<file path="src/rtl/life_color_pkg.sv">
// Shared constants and helpers for the Life cell colouring datapath.
package life_color_pkg;

  localparam int unsigned HUE_SECTORS = 12;
  localparam int unsigned SAT_MIN     = 4;
  localparam int unsigned V_MAX       = 7;
  localparam int unsigned FADE_FLOOR  = 1;
  // A freshly dead cell starts one step below full brightness.
  localparam int unsigned FADE_TOP    = 6;

  localparam int unsigned HUE_W = 4;
  localparam int unsigned SAT_W = 3;
  localparam int unsigned VAL_W = 3;

  // RGB332 field widths.
  localparam int unsigned R_W     = 3;
  localparam int unsigned G_W     = 3;
  localparam int unsigned B_W     = 2;
  localparam int unsigned COLOR_W = R_W + G_W + B_W;

  // Sector membership masks, bit n set means hue sector n belongs to the set.
  localparam logic [HUE_SECTORS-1:0] R_MAX_SET = 12'b1100_0000_0111; // 0,1,2,10,11
  localparam logic [HUE_SECTORS-1:0] R_MID_SET = 12'b0010_0000_1000; // 3,9
  localparam logic [HUE_SECTORS-1:0] G_MAX_SET = 12'b0000_0111_1100; // 2..6
  localparam logic [HUE_SECTORS-1:0] G_MID_SET = 12'b0000_1000_0010; // 1,7
  localparam logic [HUE_SECTORS-1:0] B_MAX_SET = 12'b0111_1100_0000; // 6..10
  localparam logic [HUE_SECTORS-1:0] B_MID_SET = 12'b1000_0010_0000; // 5,11

  // Select max/mid/min level for one channel given its sector sets.
  function automatic logic [VAL_W-1:0] sector_pick(
    input logic [HUE_SECTORS-1:0] max_set,
    input logic [HUE_SECTORS-1:0] mid_set,
    input logic [HUE_W-1:0]       hue,
    input logic [VAL_W-1:0]       v_max,
    input logic [VAL_W-1:0]       v_mid,
    input logic [VAL_W-1:0]       v_min
  );
    if (max_set[hue]) begin
      return v_max;
    end else if (mid_set[hue]) begin
      return v_mid;
    end
    return v_min;
  endfunction

endpackage

</file>
<file path="src/rtl/hsv12_to_rgb332.sv">
// Combinational 12-sector HSV to RGB332 converter.
module hsv12_to_rgb332 import life_color_pkg::*; (
  input  logic [HUE_W-1:0]   hue,
  input  logic [SAT_W-1:0]   sat,
  input  logic [VAL_W-1:0]   val,
  output logic [COLOR_W-1:0] color
);

  logic [5:0]       prod;
  logic [VAL_W-1:0] t;
  logic [VAL_W-1:0] v_min;
  logic [VAL_W-1:0] v_mid;
  logic [VAL_W-1:0] r;
  logic [VAL_W-1:0] g;
  logic [VAL_W-1:0] b3;
  logic [B_W-1:0]   b;

  // Derive min/mid levels from v and s, then pick per-channel level by sector.
  always_comb begin
    prod  = {3'b000, val} * {3'b000, sat};
    // v*s <= 49, so the quotient never exceeds 7.
    t     = VAL_W'(prod / 6'd7);
    v_min = val - t;
    v_mid = val - {1'b0, t[2:1]};
    r     = sector_pick(R_MAX_SET, R_MID_SET, hue, val, v_mid, v_min);
    g     = sector_pick(G_MAX_SET, G_MID_SET, hue, val, v_mid, v_min);
    b3    = sector_pick(B_MAX_SET, B_MID_SET, hue, val, v_mid, v_min);
    b     = B_W'(b3 >> 1);
    color = {r, g, b};
  end

endmodule

</file>
<file path="src/rtl/cell_color_pipeline.sv">
// Three-stage valid/ready pipeline turning cell descriptors into RGB332 colours.
module cell_color_pipeline import life_color_pkg::*; #(
  parameter int unsigned GRID_W  = 32,
  parameter int unsigned GRID_H  = 32,
  parameter int unsigned IDX_W   = 5,
  parameter int unsigned AGE_W   = 4,
  parameter int unsigned HUE_INC = 1
) (
  input  logic               clk,
  input  logic               rst,
  input  logic               in_valid,
  output logic               in_ready,
  input  logic [IDX_W-1:0]   x_index,
  input  logic [IDX_W-1:0]   y_index,
  input  logic               alive,
  input  logic [AGE_W-1:0]   age,
  input  logic               mode,
  input  logic               rotate_en,
  input  logic               gen_tick,
  output logic               out_valid,
  input  logic               out_ready,
  output logic [COLOR_W-1:0] color,
  output logic [HUE_W-1:0]   hue_offset
);

  logic adv;

  logic [4:0]       hue_sum;
  logic [HUE_W-1:0] hue_new;
  logic [SAT_W-1:0] sat_new;
  logic [4:0]       step_sum;
  logic [HUE_W-1:0] hue_offset_d;

  logic             s1_valid_q;
  logic [HUE_W-1:0] s1_hue_q;
  logic [SAT_W-1:0] s1_sat_q;
  logic             s1_alive_q;
  logic [AGE_W-1:0] s1_age_q;
  logic             s1_mode_q;

  logic [VAL_W-1:0] val_new;

  logic             s2_valid_q;
  logic [HUE_W-1:0] s2_hue_q;
  logic [SAT_W-1:0] s2_sat_q;
  logic [VAL_W-1:0] s2_val_q;

  logic [COLOR_W-1:0] color_new;

  // Whole pipe moves as one unit whenever the output slot is free or draining.
  always_comb begin
    adv      = !out_valid || out_ready;
    in_ready = adv;
  end

  // Stage-1 hue/saturation from the cell position; 32-bit math avoids truncation.
  always_comb begin
    hue_sum = 5'((32'(x_index) * HUE_SECTORS) / GRID_W) + 5'(hue_offset);
    hue_new = (hue_sum >= 5'(HUE_SECTORS)) ? HUE_W'(hue_sum - 5'(HUE_SECTORS))
                                           : hue_sum[HUE_W-1:0];
    sat_new = SAT_W'(SAT_MIN + (32'(y_index) * 4) / GRID_H);
  end

  // Stage-2 brightness: alive is full, dead is black or fades with age.
  always_comb begin
    val_new = '0;
    if (s1_alive_q) begin
      val_new = VAL_W'(V_MAX);
    end else if (s1_mode_q) begin
      if (s1_age_q < AGE_W'(FADE_TOP)) begin
        val_new = VAL_W'(AGE_W'(FADE_TOP) - s1_age_q);
      end else begin
        val_new = VAL_W'(FADE_FLOOR);
      end
    end
  end

  // Next hue offset, wrapping modulo the sector count.
  always_comb begin
    step_sum     = 5'(hue_offset) + 5'(HUE_INC);
    hue_offset_d = hue_offset;
    if (gen_tick && rotate_en) begin
      hue_offset_d = (step_sum >= 5'(HUE_SECTORS)) ? HUE_W'(step_sum - 5'(HUE_SECTORS))
                                                   : step_sum[HUE_W-1:0];
    end
  end

  hsv12_to_rgb332 u_hsv (
    .hue   (s2_hue_q),
    .sat   (s2_sat_q),
    .val   (s2_val_q),
    .color (color_new)
  );

  // Hue rotation runs regardless of pipeline stalls.
  always_ff @(posedge clk) begin
    if (rst) begin
      hue_offset <= '0;
    end else begin
      hue_offset <= hue_offset_d;
    end
  end

  // Pipeline registers: all stages shift together on adv.
  always_ff @(posedge clk) begin
    if (rst) begin
      s1_valid_q <= 1'b0;
      s1_hue_q   <= '0;
      s1_sat_q   <= '0;
      s1_alive_q <= 1'b0;
      s1_age_q   <= '0;
      s1_mode_q  <= 1'b0;
      s2_valid_q <= 1'b0;
      s2_hue_q   <= '0;
      s2_sat_q   <= '0;
      s2_val_q   <= '0;
      out_valid  <= 1'b0;
      color      <= '0;
    end else if (adv) begin
      s1_valid_q <= in_valid;
      s1_hue_q   <= hue_new;
      s1_sat_q   <= sat_new;
      s1_alive_q <= alive;
      s1_age_q   <= age;
      s1_mode_q  <= mode;
      s2_valid_q <= s1_valid_q;
      s2_hue_q   <= s1_hue_q;
      s2_sat_q   <= s1_sat_q;
      s2_val_q   <= val_new;
      out_valid  <= s2_valid_q;
      color      <= color_new;
    end
  end

endmodule
</file>
<file path="config.mk">
export PLATFORM = sky130hd
export DESIGN_NAME = cell_color_pipeline
export DESIGN_NICKNAME = d
export VERILOG_FILES = /design/src/rtl/life_color_pkg.sv /design/src/rtl/hsv12_to_rgb332.sv /design/src/rtl/cell_color_pipeline.sv
export SDC_FILE = /design/constraint.sdc
export NUM_CORES = 1
export LEC_CHECK = 0
export CAP_MARGIN = 20
export CELL_PAD_IN_SITES_DETAIL_PLACEMENT = 1
export CELL_PAD_IN_SITES_GLOBAL_PLACEMENT = 2
export CORE_MARGIN = 10
export CORE_UTILIZATION = 33
export CTS_CLUSTER_DIAMETER = 60
export DETAILED_ROUTE_END_ITERATION = 10
export GPL_TIMING_DRIVEN = 0
export HOLD_SLACK_MARGIN = 0.02
export PLACE_DENSITY_LB_ADDON = 0.25
export SLEW_MARGIN = 20
export SYNTH_ARGS = -nofsm -noshare
export SYNTH_HDL_FRONTEND = slang
export SYNTH_SLANG_ARGS = --single-unit
</file>
<file path="constraint.sdc">
create_clock -name clk -period 6.8 [get_ports clk]
set_input_delay 0.68 -clock clk [delete_from_list [all_inputs] [get_ports clk]]
set_output_delay 0.68 -clock clk [all_outputs]
set_load 0.01 [all_outputs]
</file>
==> flow_summary.ini <==
[global_routing]
grt_pass1_vias = 2672
grt.total_usage_pct = 12.0
grt_pass1_wl_um = 13000
antenna_found_initial = 0
grt_max_degree = 14
grt_overflow_total = 0

[clock_tree]
ctsHoldBuffers = 0
clkLatencyLatePin_ps = 300
cts_buffer_depth = 2
h-tree-depth = 2
cts_made_buffers = 5
cts_setup_buffers = 0
cts_tree = built
cts.reportedPaths.clkPinSlew_ps = 80
post_cts_resized = 0
cts_num_sinks = 44
cts-root-buf = clkbuf_8

[die]
ios = 36
dieArea_um2 = 12600
die_y_um = 112
initial_core_util_pct = 34.1
rows = 33
dieWidth_um = 112
core_region_area_um2 = 8260

[worst_setup_path]
worstPathRequired_ps = 6950
worstPathArrival_ps = 6110
critPathSlowestCell = fa_1
cp-end-kind = flip-flop
r2r_end = color[7]
r2r_start = s2_val_q[2]
cpMostUsedCell = ha_1
r2r_setup_slack_ps = 840
cp_max_fo = 10
rr_worst_depth = 22
cp-start-kind = flip-flop
critPathMaxStageDelay_ps = 420
critPathKind = reg -> reg
cp_cell_sequence = clkbuf_1, and2_1, fa_1, ha_1, fa_1, xor2_2, ha_1, clkbuf_1, a21oi_1, o2bb2ai_1, ha_1, o31a_2, o22ai_1, a32oi_1, nor3_1, o32ai_1, ha_1, inv_1, fa_1, xor2_1, xnor2_1, a211oi_1

[place]
place_congestion = 0.830
portBuffers = 32
hpwl_um = 6020

[yosys]
avgSynthCellArea_um2 = 8.00
async_reset_ff_share_pct = 0
yosysTopAreaCell = dfxtp_1
synth_nets = 401
yosysTopAreaCellShare_pct = 31.3
ys_seq_area_share_pct = 31.3
syn_area_um2 = 2820
yosysWarningCount = 0
synth_edf_count = 0
yosysUniqueCellTypes = 47
synth_flop_cell = dfxtp_1
ys_ff_latch = 44
syn_inst = 352
synth_area_leaders = dfxtp_1 (31%), ha_1 (9.8%), nand2_1 (8.0%), a21oi_1 (6.0%), o21ai_0 (4.1%)

[layout]
diodes = 0
drive_above_1_share_pct = 5.36
synthToLayoutAreaGrowth_pct = 19.3
final_core_util_pct = 40.7
nets = 440

[detailed_routing]
ant_nets = 0
drc = 0
detail_route.first_pass.iterations = 4
via_count = 2555
viasPerCell = 5.14
drt-initial-drc-count = 73
wire_per_inst_um = 15.4
wl_um = 7680

[sta]
fmax_ghz = 0.168
worst_pin_slew_ps = 587
maxSlewViolCount = 0
slew_headroom_pct = 60.9
post-route-min-period_ps = 5960
period_share_pct = 87.6
finalClockSkew_ps = 9.45
hold_violations = 0
rsz0062_at_grt = no
finalSetupViolations = 0
fin_tns_setup_ps = 0

[pwr]
cellPowerDensity_nw_per_um2 = 185
ir_drop_uv = 79.8
p_leak_nw = 1.31

[hold_path]
hold_path_class = reg -> reg
hp-start = s1_sat_q[1]
holdPathEnd = s1_sat_q[1]
holdPathStages = 2

[flow_run]
cap_violations = 0

[run_status]
status = finished, final reports clean
## cell families (layout without fill, tap and decap cells)
family                     Yosys count  after routing  share of synthesized area [%]
xor gates and xnor gates            14             14                           4.62
muxes                                7              7                           2.49
DFF                                 44             44                           31.3
AOI/OAI and AO/OA                  100            100                           23.1
buffers and inverters               31             71                           4.53
adders and majority gates           27             27                           13.3
and+or+nand+nor                    129            129                           20.6
## worst max-delay path: cells and delay by family, from the launching register on
kind / cells / cell delay, ps
AND/OR/NAND/NOR: 2 / 290
XOR/XNOR: 3 / 880
flip-flops: 1 / 330
AO/OA/AOI/OAI: 7 / 1290
buffers and inverters: 3 / 750
adder cells (fa/ha/maj): 7 / 2260
## cell usage after synthesis (2+ instances only)
cell type	instances
a211oi_1	13
a21boi_0	2
a21o_1	2
a21oi_1	34
a21oi_2	2
a31oi_1	2
and2_1	8
buf_1	5
buf_2	3
clkbuf_1	8
dfxtp_1	44
fa_1	5
ha_1	22
inv_1	14
mux2i_1	7
nand2_1	60
nand2b_1	3
nand3_1	4
nor2_1	25
nor2b_1	8
nor3_1	11
nor3b_1	2
o21a_1	3
o21ai_0	23
o31a_2	2
o32ai_1	5
or2_1	2
or3_1	3
xnor2_1	6
xor2_1	7
## cells in the final DEF, fill, tap and decap left out, types with 8 or more instances in the layout
cell	count
a211oi_1	13
a21oi_1	34
and2_1	8
clkbuf_1	8
clkdlybuf4s50_1	32
dfxtp_1	44
ha_1	22
inv_1	14
nand2_1	60
nor2_1	25
nor2b_1	8
nor3_1	11
o21ai_0	23
## power breakdown
| part | total, W | internal [W] | leakage [nW] | switching, W |
|---|---|---|---|---|
| Clock | 0.000171 | 0.0000812 | 0.0510 | 0.0000900 |
| Sequential | 0.000303 | 0.000281 | 0.362 | 0.0000211 |
| Combinational | 0.000147 | 0.0000699 | 0.897 | 0.0000771 |
| Total | 0.000621 | 0.000433 | 1.31 | 0.000188 |
## through the flow
step	area (µm²)	total power [W]	cells	hold slack (ps)	worst slack, ps
after floorplan	2820	0.000398	352	431	1860
after global placement	3270	0.000453	489	442	881
after detailed placement	3270	0.000457	489	445	859
after CTS	3360	0.000632	497	464	837
after global routing	3360	0.000665	497	479	348
final	3360	0.000621	497	460	843
## cell type report
class / instances / area, µm²
sequential: 44 / 881
inverter: 14 / 52.6
clock inverter: 2 / 10.0
clock buffer: 6 / 82.6
buffer: 17 / 75.1
multi-input combinational: 277 / 1810
fill: 1046 / 4900
tap: 105 / 131
timing repair buffer: 32 / 320
## worst max-delay path by stage
stage,start,to,slack (ps)
finish,s2_val_q[2],color[7],840
global route,s2_val_q[2],color[3],350
CTS,s2_val_q[2],color[7],840
detailed placement,s2_val_q[2],color[4],860
global placement,s2_val_q[2],color[4],880
floorplan,s2_val_q[2],color[6],1860
## layer usage
| metal | global-route usage [%] | share of wire, % | vias up |
|---|---|---|---|
| met5 | 0 | 0 | - |
| met4 | 3.21 | 0.85 | 0 |
| met3 | 2.08 | 1.6 | 7 |
| met2 | 20.4 | 49 | 21 |
| met1 | 15.3 | 48 | 1220 |
| li1 | - | - | 1307 |
No activity file was read; power rests on OpenSTA's default activity.
